`src/rtl/slp_timer_ctrl.sv`:
```
// ----------------------------------------------------------------------------
// slp_timer_ctrl
//
// Sequencing controller for a 3-digit BCD seven-segment counter chain.
// Turns raw start/pause/clear push-buttons into clean one-cycle commands.
// Drives the counter with one-cycle load/clear pulses and a prescaled
// count-enable strobe. Watches the counter's terminal flag to end a run,
// then holds a timed DONE indication before returning to IDLE.
//
// Parameters
//   TICK_DIV     clk cycles per count-enable strobe (>= 2)
//   DONE_HOLD    prescaler ticks that DONE is held before auto-return (>= 1)
//
// Ports
//   clk          system clock, rising edge
//   reset        asynchronous, active-high; clears all state
//   start_btn    raw asynchronous button, active-high
//   pause_btn    raw asynchronous button, active-high
//   clear_btn    raw asynchronous button, active-high
//   cnt_terminal counter terminal flag, qualified by cnt_enable
//   cnt_enable   count-enable strobe to the counter
//   cnt_reset    one-cycle clear pulse to the counter
//   cnt_load     one-cycle load pulse to the counter
//   busy         high in LOAD, RUN and PAUSE
//   done         high in DONE
//   state        IDLE=0, LOAD=1, RUN=2, PAUSE=3, DONE=4
// ----------------------------------------------------------------------------
module slp_timer_ctrl #(
    parameter int unsigned TICK_DIV  = 50_000_000,
    parameter int unsigned DONE_HOLD = 8
) (
    input  logic       clk,
    input  logic       reset,
    input  logic       start_btn,
    input  logic       pause_btn,
    input  logic       clear_btn,
    input  logic       cnt_terminal,
    output logic       cnt_enable,
    output logic       cnt_reset,
    output logic       cnt_load,
    output logic       busy,
    output logic       done,
    output logic [2:0] state
);

    localparam int unsigned PW = (TICK_DIV > 1) ? $clog2(TICK_DIV) : 1;
    localparam int unsigned HW = (DONE_HOLD > 1) ? $clog2(DONE_HOLD) : 1;
    localparam logic [PW-1:0] PRESC_LAST = PW'(TICK_DIV - 1);
    localparam logic [HW-1:0] HOLD_LAST  = HW'(DONE_HOLD - 1);

    typedef enum logic [2:0] {
        S_IDLE  = 3'd0,
        S_LOAD  = 3'd1,
        S_RUN   = 3'd2,
        S_PAUSE = 3'd3,
        S_DONE  = 3'd4
    } state_t;

    state_t        state_q, state_n;
    logic [PW-1:0] presc_q, presc_n;
    logic [HW-1:0] hold_q, hold_n;
    logic          load_n, clr_n, enable_n;

    // Button bit order everywhere below: {clear, pause, start}.
    logic [2:0] sync_meta, sync_stable, sync_prev;
    logic [2:0] press;

    logic cmd_clear, cmd_start, cmd_pause;
    logic tick, hold_last, strobe_hit;

    // Two-flop synchronizer followed by a one-flop history for edge detect.
    // NOTE: sequential state uses non-blocking assignments so every flop
    // samples the pre-edge value of its source, exactly like the hardware.
    always_ff @(posedge clk or posedge reset) begin
        if (reset) begin
            sync_meta   <= '0;
            sync_stable <= '0;
            sync_prev   <= '0;
        end else begin
            sync_meta   <= {clear_btn, pause_btn, start_btn};
            sync_stable <= sync_meta;
            sync_prev   <= sync_stable;
        end
    end

    assign press = sync_stable & ~sync_prev;

    // Only the highest-priority command of a cycle is delivered; a lower one
    // pressed in the same cycle is dropped rather than deferred.
    assign cmd_clear = press[2];
    assign cmd_start = press[0] & ~press[2];
    assign cmd_pause = press[1] & ~press[0] & ~press[2];

    assign tick       = (presc_q == PRESC_LAST);
    assign hold_last  = (hold_q == HOLD_LAST);
    // cnt_enable is our own registered strobe, so this sees exactly the
    // cycle in which the counter is being advanced.
    assign strobe_hit = cnt_enable & cnt_terminal;

    // Next-state and command-pulse decisions.
    // NOTE: every signal gets a default at the top of the block so no path
    // leaves it unassigned, which would otherwise infer a latch.
    always_comb begin
        state_n = state_q;
        load_n  = 1'b0;
        clr_n   = 1'b0;
        unique case (state_q)
            S_IDLE: begin
                if (cmd_clear) begin
                    clr_n = 1'b1;
                end else if (cmd_start) begin
                    state_n = S_LOAD;
                    load_n  = 1'b1;
                end
            end
            S_LOAD: begin
                state_n = S_RUN;
            end
            S_RUN: begin
                // A terminal hit ends the run even if pause arrives together.
                if (cmd_clear) begin
                    state_n = S_IDLE;
                    clr_n   = 1'b1;
                end else if (strobe_hit) begin
                    state_n = S_DONE;
                end else if (cmd_pause) begin
                    state_n = S_PAUSE;
                end
            end
            S_PAUSE: begin
                if (cmd_clear) begin
                    state_n = S_IDLE;
                    clr_n   = 1'b1;
                end else if (cmd_start || cmd_pause) begin
                    state_n = S_RUN;
                end
            end
            S_DONE: begin
                if (cmd_clear) begin
                    state_n = S_IDLE;
                    clr_n   = 1'b1;
                end else if (cmd_start) begin
                    state_n = S_LOAD;
                    load_n  = 1'b1;
                end else if (tick && hold_last) begin
                    state_n = S_IDLE;
                end
            end
            default: begin
                state_n = S_IDLE;
            end
        endcase
    end

    // Prescaler, hold counter and count-enable strobe.
    always_comb begin
        presc_n  = presc_q;
        hold_n   = hold_q;
        enable_n = 1'b0;
        if (state_n == S_IDLE || state_n == S_LOAD ||
            (state_n == S_DONE && state_q != S_DONE)) begin
            // Fresh start of a run, or DONE entered: its hold window is
            // timed from zero so it lasts exactly DONE_HOLD*TICK_DIV cycles.
            presc_n = '0;
            hold_n  = '0;
        end else if (state_n == state_q && (state_q == S_RUN || state_q == S_DONE)) begin
            presc_n = tick ? '0 : presc_q + PW'(1);
            if (state_q == S_RUN) begin
                enable_n = tick;
            end else if (tick) begin
                hold_n = hold_q + HW'(1);
            end
        end
        // Any other transition (RUN<->PAUSE, LOAD->RUN) or PAUSE itself keeps
        // the prescaler frozen, and no strobe is issued on a leaving edge.
    end

    always_ff @(posedge clk or posedge reset) begin
        if (reset) begin
            state_q    <= S_IDLE;
            presc_q    <= '0;
            hold_q     <= '0;
            cnt_enable <= 1'b0;
            cnt_reset  <= 1'b0;
            cnt_load   <= 1'b0;
            busy       <= 1'b0;
            done       <= 1'b0;
        end else begin
            state_q    <= state_n;
            presc_q    <= presc_n;
            hold_q     <= hold_n;
            cnt_enable <= enable_n;
            cnt_reset  <= clr_n;
            cnt_load   <= load_n;
            busy       <= (state_n == S_LOAD) || (state_n == S_RUN) || (state_n == S_PAUSE);
            done       <= (state_n == S_DONE);
        end
    end

    assign state = state_q;

endmodule

```
`config.mk`:
```
export PLATFORM = sky130hd
export DESIGN_NAME = slp_timer_ctrl
export DESIGN_NICKNAME = d
export VERILOG_FILES = /design/src/rtl/slp_timer_ctrl.sv
export SDC_FILE = /design/constraint.sdc
export NUM_CORES = 1
export LEC_CHECK = 0
export CORE_UTILIZATION = 60
export CTS_BUF_LIST = sky130_fd_sc_hd__clkbuf_4 sky130_fd_sc_hd__clkbuf_8
export CTS_CLUSTER_SIZE = 25
export DETAILED_ROUTE_END_ITERATION = 12
export GPL_TIMING_DRIVEN = 1
export PLACE_DENSITY_LB_ADDON = 0.3
export SYNTH_ARGS = -nofsm -noshare
export SYNTH_HDL_FRONTEND = slang
export SYNTH_SLANG_ARGS = --single-unit
```
`constraint.sdc`:
```
create_clock -name clk -period 6.7 [get_ports clk]
set_input_delay 1.34 -clock clk [delete_from_list [all_inputs] [get_ports clk]]
set_output_delay 1.34 -clock clk [all_outputs]
set_load 0.005 [all_outputs]
```
# Word-level counts from Yosys, hierarchy flattened
# Cells that the tools add are included.
# W data, S select, Z words.
totals:
  register_bits: 46
  latchBits: 0
  mem_bits_rw: 0
  romBits: 0
  inputBits: 6
  out_inout_bits: 8
  wordCells: 76
  memories: 0
classes:
  n_addsub: 2
  mul: 0
  n_div: 0
  order_cmp: 0
  n_eq_ne: 13
  shifts: 0
  mux: 26
  bitwise: 8
  n_reduce_logical: 16
op_table:
  columns: ["operator", "n"]
  rows:
  - ["$mux W26", 3]
  - ["$mux W3", 14]
  - ["$add A26 B1 Y26 const B", 1]
  - ["$eq A26 B26 Y1 const B", 1]
  - ["$pmux W3 S5", 1]
  - ["$eq A3 B2 Y1 const B", 4]
  - ["$eq A3 B3 Y1 const B", 3]
  - ["$mux W1", 8]
  - ["$eq A3 B1 Y1 const B", 2]
  - ["$logic_not A3 Y1", 2]
  - ["$logic_or A1 B1 Y1", 6]
  - ["$and A1 B1 Y1", 4]
  - ["$reduce_bool A2 Y1", 2]
  - ["$reduce_or A4 Y1", 1]
  - ["$add A3 B1 Y3 const B", 1]
  - ["$and A3 B3 Y3", 1]
  - ["$eq A3 B3 Y1", 1]
  - ["$logic_and A1 B1 Y1", 3]
  - ["$ne A3 B3 Y1 const B", 1]
  - ["$not A3 Y3", 1]
  - ["$reduce_and A3 Y1", 1]
  - ["$ne A2 B2 Y1 const B", 1]
  - ["$not A1 Y1", 2]
  - ["$reduce_or A2 Y1", 1]

# Longest topological paths before layout
# Gate-level depths: netlist of the first run.
logic_depth:
  depth_word: 14
  ltp_mapped: 8
  ltp_nobuf: 7

# Least setup slack after synthesis of the first run
# Ideal clock, no wire load.
synth_timing:
  kind: "input port to flip-flop"
  start: "input cnt_terminal"
  end: "register presc_q[8]"
  setup_time_ps: 67
  arrival_time_ps: 2768
  t_required_ps: 6633
  setup_slack_ps: 3865
  stages: 6
  path_buffers: 0
  path_cell_list: "nand2_1 -> nand2_2 -> mux2_4 -> a221o_2 -> a2111oi_2 -> o221a_1"
synth_between:
  elab_chain_len: 8
synth_rtl:
  columns: ["item", "line_no", "source"]
  rows:
  - ["from (decl)", "37", "input logic cnt_terminal,"]
  - ["$and A1 B1 Y1 *", "98", "assign strobe_hit = cnt_enable & cnt_terminal;"]
  - ["$mux W3 *", "124", "end else if (strobe_hit) begin"]
  - ["$mux W3 *", "121", "if (cmd_clear) begin"]
  - ["$pmux W3 S5 *", "107", "unique case (state_q)"]
  - ["$eq A3 B1 Y1 (tied with other cells)", "160", "if (state_n == S_IDLE || state_n == S_LOAD ||"]
  - ["$logic_or A1 B1 Y1 / $logic_and A1 B1 Y1 (equally long branches)", "160, 161", null]
  - ["$logic_or A1 B1 Y1", "160", null]
  - ["$mux W26 / $reduce_bool A2 Y1 (equally long branches)", null, null]
  - ["to (signal assigned)", "190", "presc_q <= presc_n;"]
  - ["to (decl)", "60", "logic [PW-1:0] presc_q, presc_n;"]
# Mark *: on every way between the ends. The rest lies on a longest branch, timed or not.
# A chain may end at the register's enable or synchronous reset.

# Final worst setup path of the first run
layout_timing:
  start: "input cnt_terminal"
  end: "register presc_q[13]"
# Same word-level chain as after synthesis.

==> flow_summary.toml, run 1 <==
[run_status]
status = "completed"

[timing]
worst_slew_pin_slew_ps = 1090
fin_crit_sh_pct = 51.7
fin_worst_skew_ps = 4.38
rsz0062_at_grt = "no"
fin_crit_ps = 3460
fin_setup_tns_ps = 0
maxSlewViolCount = 0
setup_viol = 0
whs_ps = 354
fmax_mhz = 289
hold_violations = 0
relSlewSlack_pct = 27.1
worst_slack_ps = 3240

[cts]
post-cts-setup-buffers = 0
cts-root-buf = "clkbuf_8"
cts_tree = "done"
cts.repair.resized = 0
path_clk_slew_ps = 80
worstSkewPairLatency_ps = 300
hold_buffers = 0
htreeDepth = 2
clock_sinks = 46
cts-buffers-inserted = 5
cts_max_path_buffers = 2

[drt]
routedWlPerCell_microns = 14.5
drt_iter0_drc = 137
drc = 0
vias = 1626
drt_first_pass_iters = 4
vias_per_cell = 5.67
antenna_left = 0
routed_wl_microns = 4170

[final_layout]
utilization_pct = 70.9
fin_cells = 287
nets = 247
final_area_sq_um = 2640
final_cell_mix = "dfrtp_1 (46), nor2_1 (34), nand2_1 (16), xnor2_1 (16), clkdlybuf4s50_1 (13)"
diodes = 0
final_common_cell = "dfrtp_1"
layout-drive-gt1-share_pct = 13.0
syn2layout_area_growth_pct = 12.6

[flow_run]
maxCapViolations = 0

[worst_hold_path]
worstHoldStart = "sync_meta[0]"
hold_class = "reg -> reg"
hold_depth = 0
hold_path_end = "sync_stable[0]"

[die]
io_pins = 14
coreArea_sq_um = 3720
num_rows = 22
die_h_microns = 64.5
start_util_pct = 63.0
die_w_microns = 64.5
dieArea_sq_um = 4160

[synthesis]
synth_seq_cells = 46
ys.flop_type = "dfrtp_1"
synth_compound_area_share_pct = 11.2
ys_seq_area_share_pct = 49.1
syn_avg_cell_area_sq_um = 10.5
syn-num-nets = 232
synth-edff-count = 0
synthesis.area_sq_um = 2340
yosysWarnings = 0
syn_inst = 223
synth_top_family_by_area = "simple AND/OR/NAND/NOR gates"
synth_simple_gate_area_share_pct = 24.8
synth.distinct_cells = 57
synth_mux_area_share_pct = 1.07
async_flop_share_pct = 100
synth-adder-area-share_pct = 1.60
synth_xor_area_share_pct = 8.60

[worst_setup_path]
arrival_ps = 3610
rr_worst_depth = 6
cp_max_fo = 9
ff2ff_setup_slack_ps = 3930
r2r-end = "presc_q[25]"
r2r-start = "presc_q[9]"
worstPathRequired_ps = 6850
critPathKind = "in -> reg"
critPathCaptureType = "flip-flop"
crit_path_start_kind = "primary input"

[placement]
io_buffers = 13
dpl-instance-area_sq_um = 2490
place_hpwl_microns = 2900
gp_congestion = 0.879
pre_cts_slack_ps = 2980
placed_cells = 279

[power]
power_per_cell_area_nw_per_um2 = 282
p_leak_nw = 1.10
peakVddDrop_v = 0.000217
power_mw = 0.745

[grt]
grt-ovfl-total = 0
grt_max_degree = 47
grt_use_total_pct = 23.3
antenna_found_initial = 0
grt_pass1_wl_microns = 7300
grt_pass1_vias = 1586
-- cells in the mapped netlist, types with 3 or more instances --
master	count	area, sq um
xor2_1	7	61.3
nand4_1	5	31.3
nand2_1	16	60.1
nand3_1	7	35.0
nor2_1	34	128
xnor2_1	16	140
inv_1	10	37.5
a21oi_1	5	25.0
nor3_1	7	35.0
a211oi_1	3	22.5
and3_1	3	18.8
o21ai_0	5	25.0
ha_1	3	37.5
dfrtp_1	46	1150
and4_1	3	26.3
nor3_2	4	40.0
-- report_power, final --
group	switching, mW	internal [mW]
Clock	0.0946	0.159
Sequential	0.0193	0.295
Combinational	0.102	0.0742
-- sequential cells by signal, summed over array words and instances, names as in the netlist --
signal and flops:
hold_q 3, presc_q 26, cnt_reset 1, sync_prev 3, cnt_load 1, busy 1, sync_stable 3, cnt_enable 1
state 3, done 1, sync_meta 3
-- layer usage --
layer  GRT usage [%]  wire [microns]  vias to the layer above
li1                -               -                      801
met1            32.2            2080                      782
met3            5.46             144                        5
met4            8.06              49                        0
met5               0               0                        -
met2            36.2            1900                       38
-- final cells by class --
| type | count | area (sq um) |
|---|---|---|
| clock buffers | 6 | 82.6 |
| clock inverters | 2 | 60.1 |
| fillers | 285 | 1080 |
| inverters | 10 | 37.5 |
| multi-input cells | 161 | 1110 |
| flip-flops and latches | 46 | 1150 |
| well taps | 48 | 60.1 |
| repair buffers | 14 | 138 |
-- kinds of logic after synthesis --
kind of cell / count (synthesis)
buf+inv: 16
flops: 46
compound gates: 31
xor+xnor: 23
fa+ha+maj: 3
mux: 2
simple gates: 102
-- worst max path at each step --
stage | from | slack [ps] | cells after the start | endpoint
after floorplan | cnt_terminal | 3860 | 6 | presc_q[8]
after global routing | cnt_terminal | 3070 | 8 | presc_q[25]
final | cnt_terminal | 3240 | 8 | presc_q[13]
after CTS | cnt_terminal | 3290 | 8 | presc_q[13]
after global placement | cnt_terminal | 3020 | 8 | presc_q[13]
after detailed placement | cnt_terminal | 2980 | 8 | presc_q[13]
-- worst max-delay path, cell delays in order --
cell and delay [ps]:
clkdlybuf4s50_1 450, a21bo_2 210, a221oi_1 600, buf_4 270, a2111o_1 410, nor2_1 110, xnor2_1 160, nor2_1 50
Note: power is estimated with default switching activity, not from simulation.
==> run 2, diff against run 1 <==
Clock period 6.7 ns to 3.6 ns, I/O delays scaled along.
==> flow_summary.toml, run 2 (same netlist as run 1, synthesis figures left out) <==
[die]
coreArea_sq_um = 3720
dieArea_sq_um = 4160
die_w_microns = 64.5
die_h_microns = 64.5
num_rows = 22
start_util_pct = 63.0
io_pins = 14

[grt]
antenna_found_initial = 0
grt_use_met3_pct = 5.28
grt_pass1_wl_microns = 7230
grt_max_degree = 47
grt.busiest_layer = "met2"
grt_pass1_vias = 1578
grt_use_total_pct = 23.2
grt_use_met1_pct = 32.5
grt-ovfl-total = 0
gr-usage-met2_pct = 35.0

[cts]
cts_max_path_buffers = 2
cts-buffers-inserted = 5
cts_tree = "done"
cts-root-buf = "clkbuf_8"
hold_buffers = 0
clock_sinks = 46
worstSkewPairLatency_ps = 310
post-cts-setup-buffers = 0
path_clk_slew_ps = 90
htreeDepth = 2
cts.repair.resized = 0

[timing]
relSlewSlack_pct = 27.5
hold_violations = 0
fin_worst_skew_ps = 11.5
rsz0062_at_grt = "no"
worst_slew_pin_slew_ps = 1090
setup_viol = 0
worst_slack_ps = 771
maxSlewViolCount = 0
fin_setup_tns_ps = 0
fmax_mhz = 353
fin_crit_sh_pct = 78.6
fin_crit_ps = 2830

[worst_setup_path]
critPathCaptureType = "flip-flop"
worstPathRequired_ps = 3820
crit_path_start_kind = "flip-flop"
path_delay_family = "compound AO/OA/AOI/OAI gates"
worst-path-buf-inv = 0
critPathKind = "reg -> reg"
arrival_ps = 3040
cp_max_fo = 24
path_cells = "nor2b_1, o21ai_0, a211o_2, a211oi_1, o221ai_2, nor3_1"
crit_path_max_incr_delay_ps = 550
cp_slowest_cell = "nor2b_1"

[placement]
place_hpwl_microns = 2790
gp_congestion = 0.780
io_buffers = 13
placed_cells = 279
pre_cts_slack_ps = 594

[final_layout]
diodes = 0
nFillCells = 282
nets = 247
syn2layout_area_growth_pct = 10.5
final_cell_mix = "dfrtp_1 (46), nor2_1 (34), nand2_1 (16), xnor2_1 (16), clkdlybuf4s50_1 (13)"
largest_reg_flops = 26
fin_cells = 287
top_register = "presc_q"
final_common_cell = "dfrtp_1"
layout-drive-gt1-share_pct = 13.0
utilization_pct = 69.6

[drt]
vias_per_cell = 5.73
vias = 1645
drt_first_pass_iters = 4
routedWlPerCell_microns = 14.0
drc = 0
routed_wl_microns = 4030
drt_iter0_drc = 87
antenna_left = 0

[run_status]
status = "completed"

[worst_hold_path]
hold_class = "reg -> reg"

[power]
power_per_cell_area_nw_per_um2 = 480
peakVddDrop_v = 0.000339
p_leak_nw = 1.07
power_mw = 1.24

[flow_run]
maxCapViolations = 0
==> run 2: stage by stage <==
| step | area [sq um] | hold WS, ps |
|---|---|---|
| 2_1_floorplan | 2340 | 331 |
| 3_3_place_gp | 2490 | 332 |
| 3_5_place_dp | 2490 | 337 |
| 4_1_cts | 2590 | 358 |
| 5_1_grt | 2590 | 364 |
| 6_report | 2590 | 354 |
==> run 2: layer usage <==
metal | vias to the layer above | part of all wire, %
met3 | 6 | 4.1
met1 | 799 | 48
li1 | 801 | -
met5 | - | 0
met4 | 0 | 1.6
met2 | 39 | 46
==> run 2: cell type report <==
cell class | instances | area [sq um] | share of cell area (%)
Clock buffer | 5 | 68.8 | 2.66
Tap cell | 48 | 60.1 | 2.32
Clock inverter | 3 | 25.0 | 0.967
Sequential cell | 46 | 1150 | 44.5
Inverter | 10 | 37.5 | 1.45
Timing Repair Buffer | 14 | 138 | 5.32
Multi-Input combinational cell | 161 | 1110 | 42.8
==> run 2: worst paths after layout <==
| path | start | end | slack (ps) | cells after the start |
|---|---|---|---|---|
| worst max-delay path | sync_stable[2] | presc_q[0] | 770 | 6 |
| worst min-delay path | sync_meta[0] | sync_stable[0] | 350 | 0 |
| worst max register to register | sync_stable[2] | presc_q[0] | 770 | 6 |
| worst min register to register | sync_meta[0] | sync_stable[0] | 350 | 0 |
| max in group asynchronous | reset | presc_q[20] | 2110 | 2 |
| min in group asynchronous | reset | state[1] | 930 | 2 |
==> run 2: power by group <==
part           internal [mW]  switching, mW  leakage (nW)
logic                  0.139          0.192         0.411
clock network          0.140          0.188        0.0447
registers              0.549         0.0347         0.614
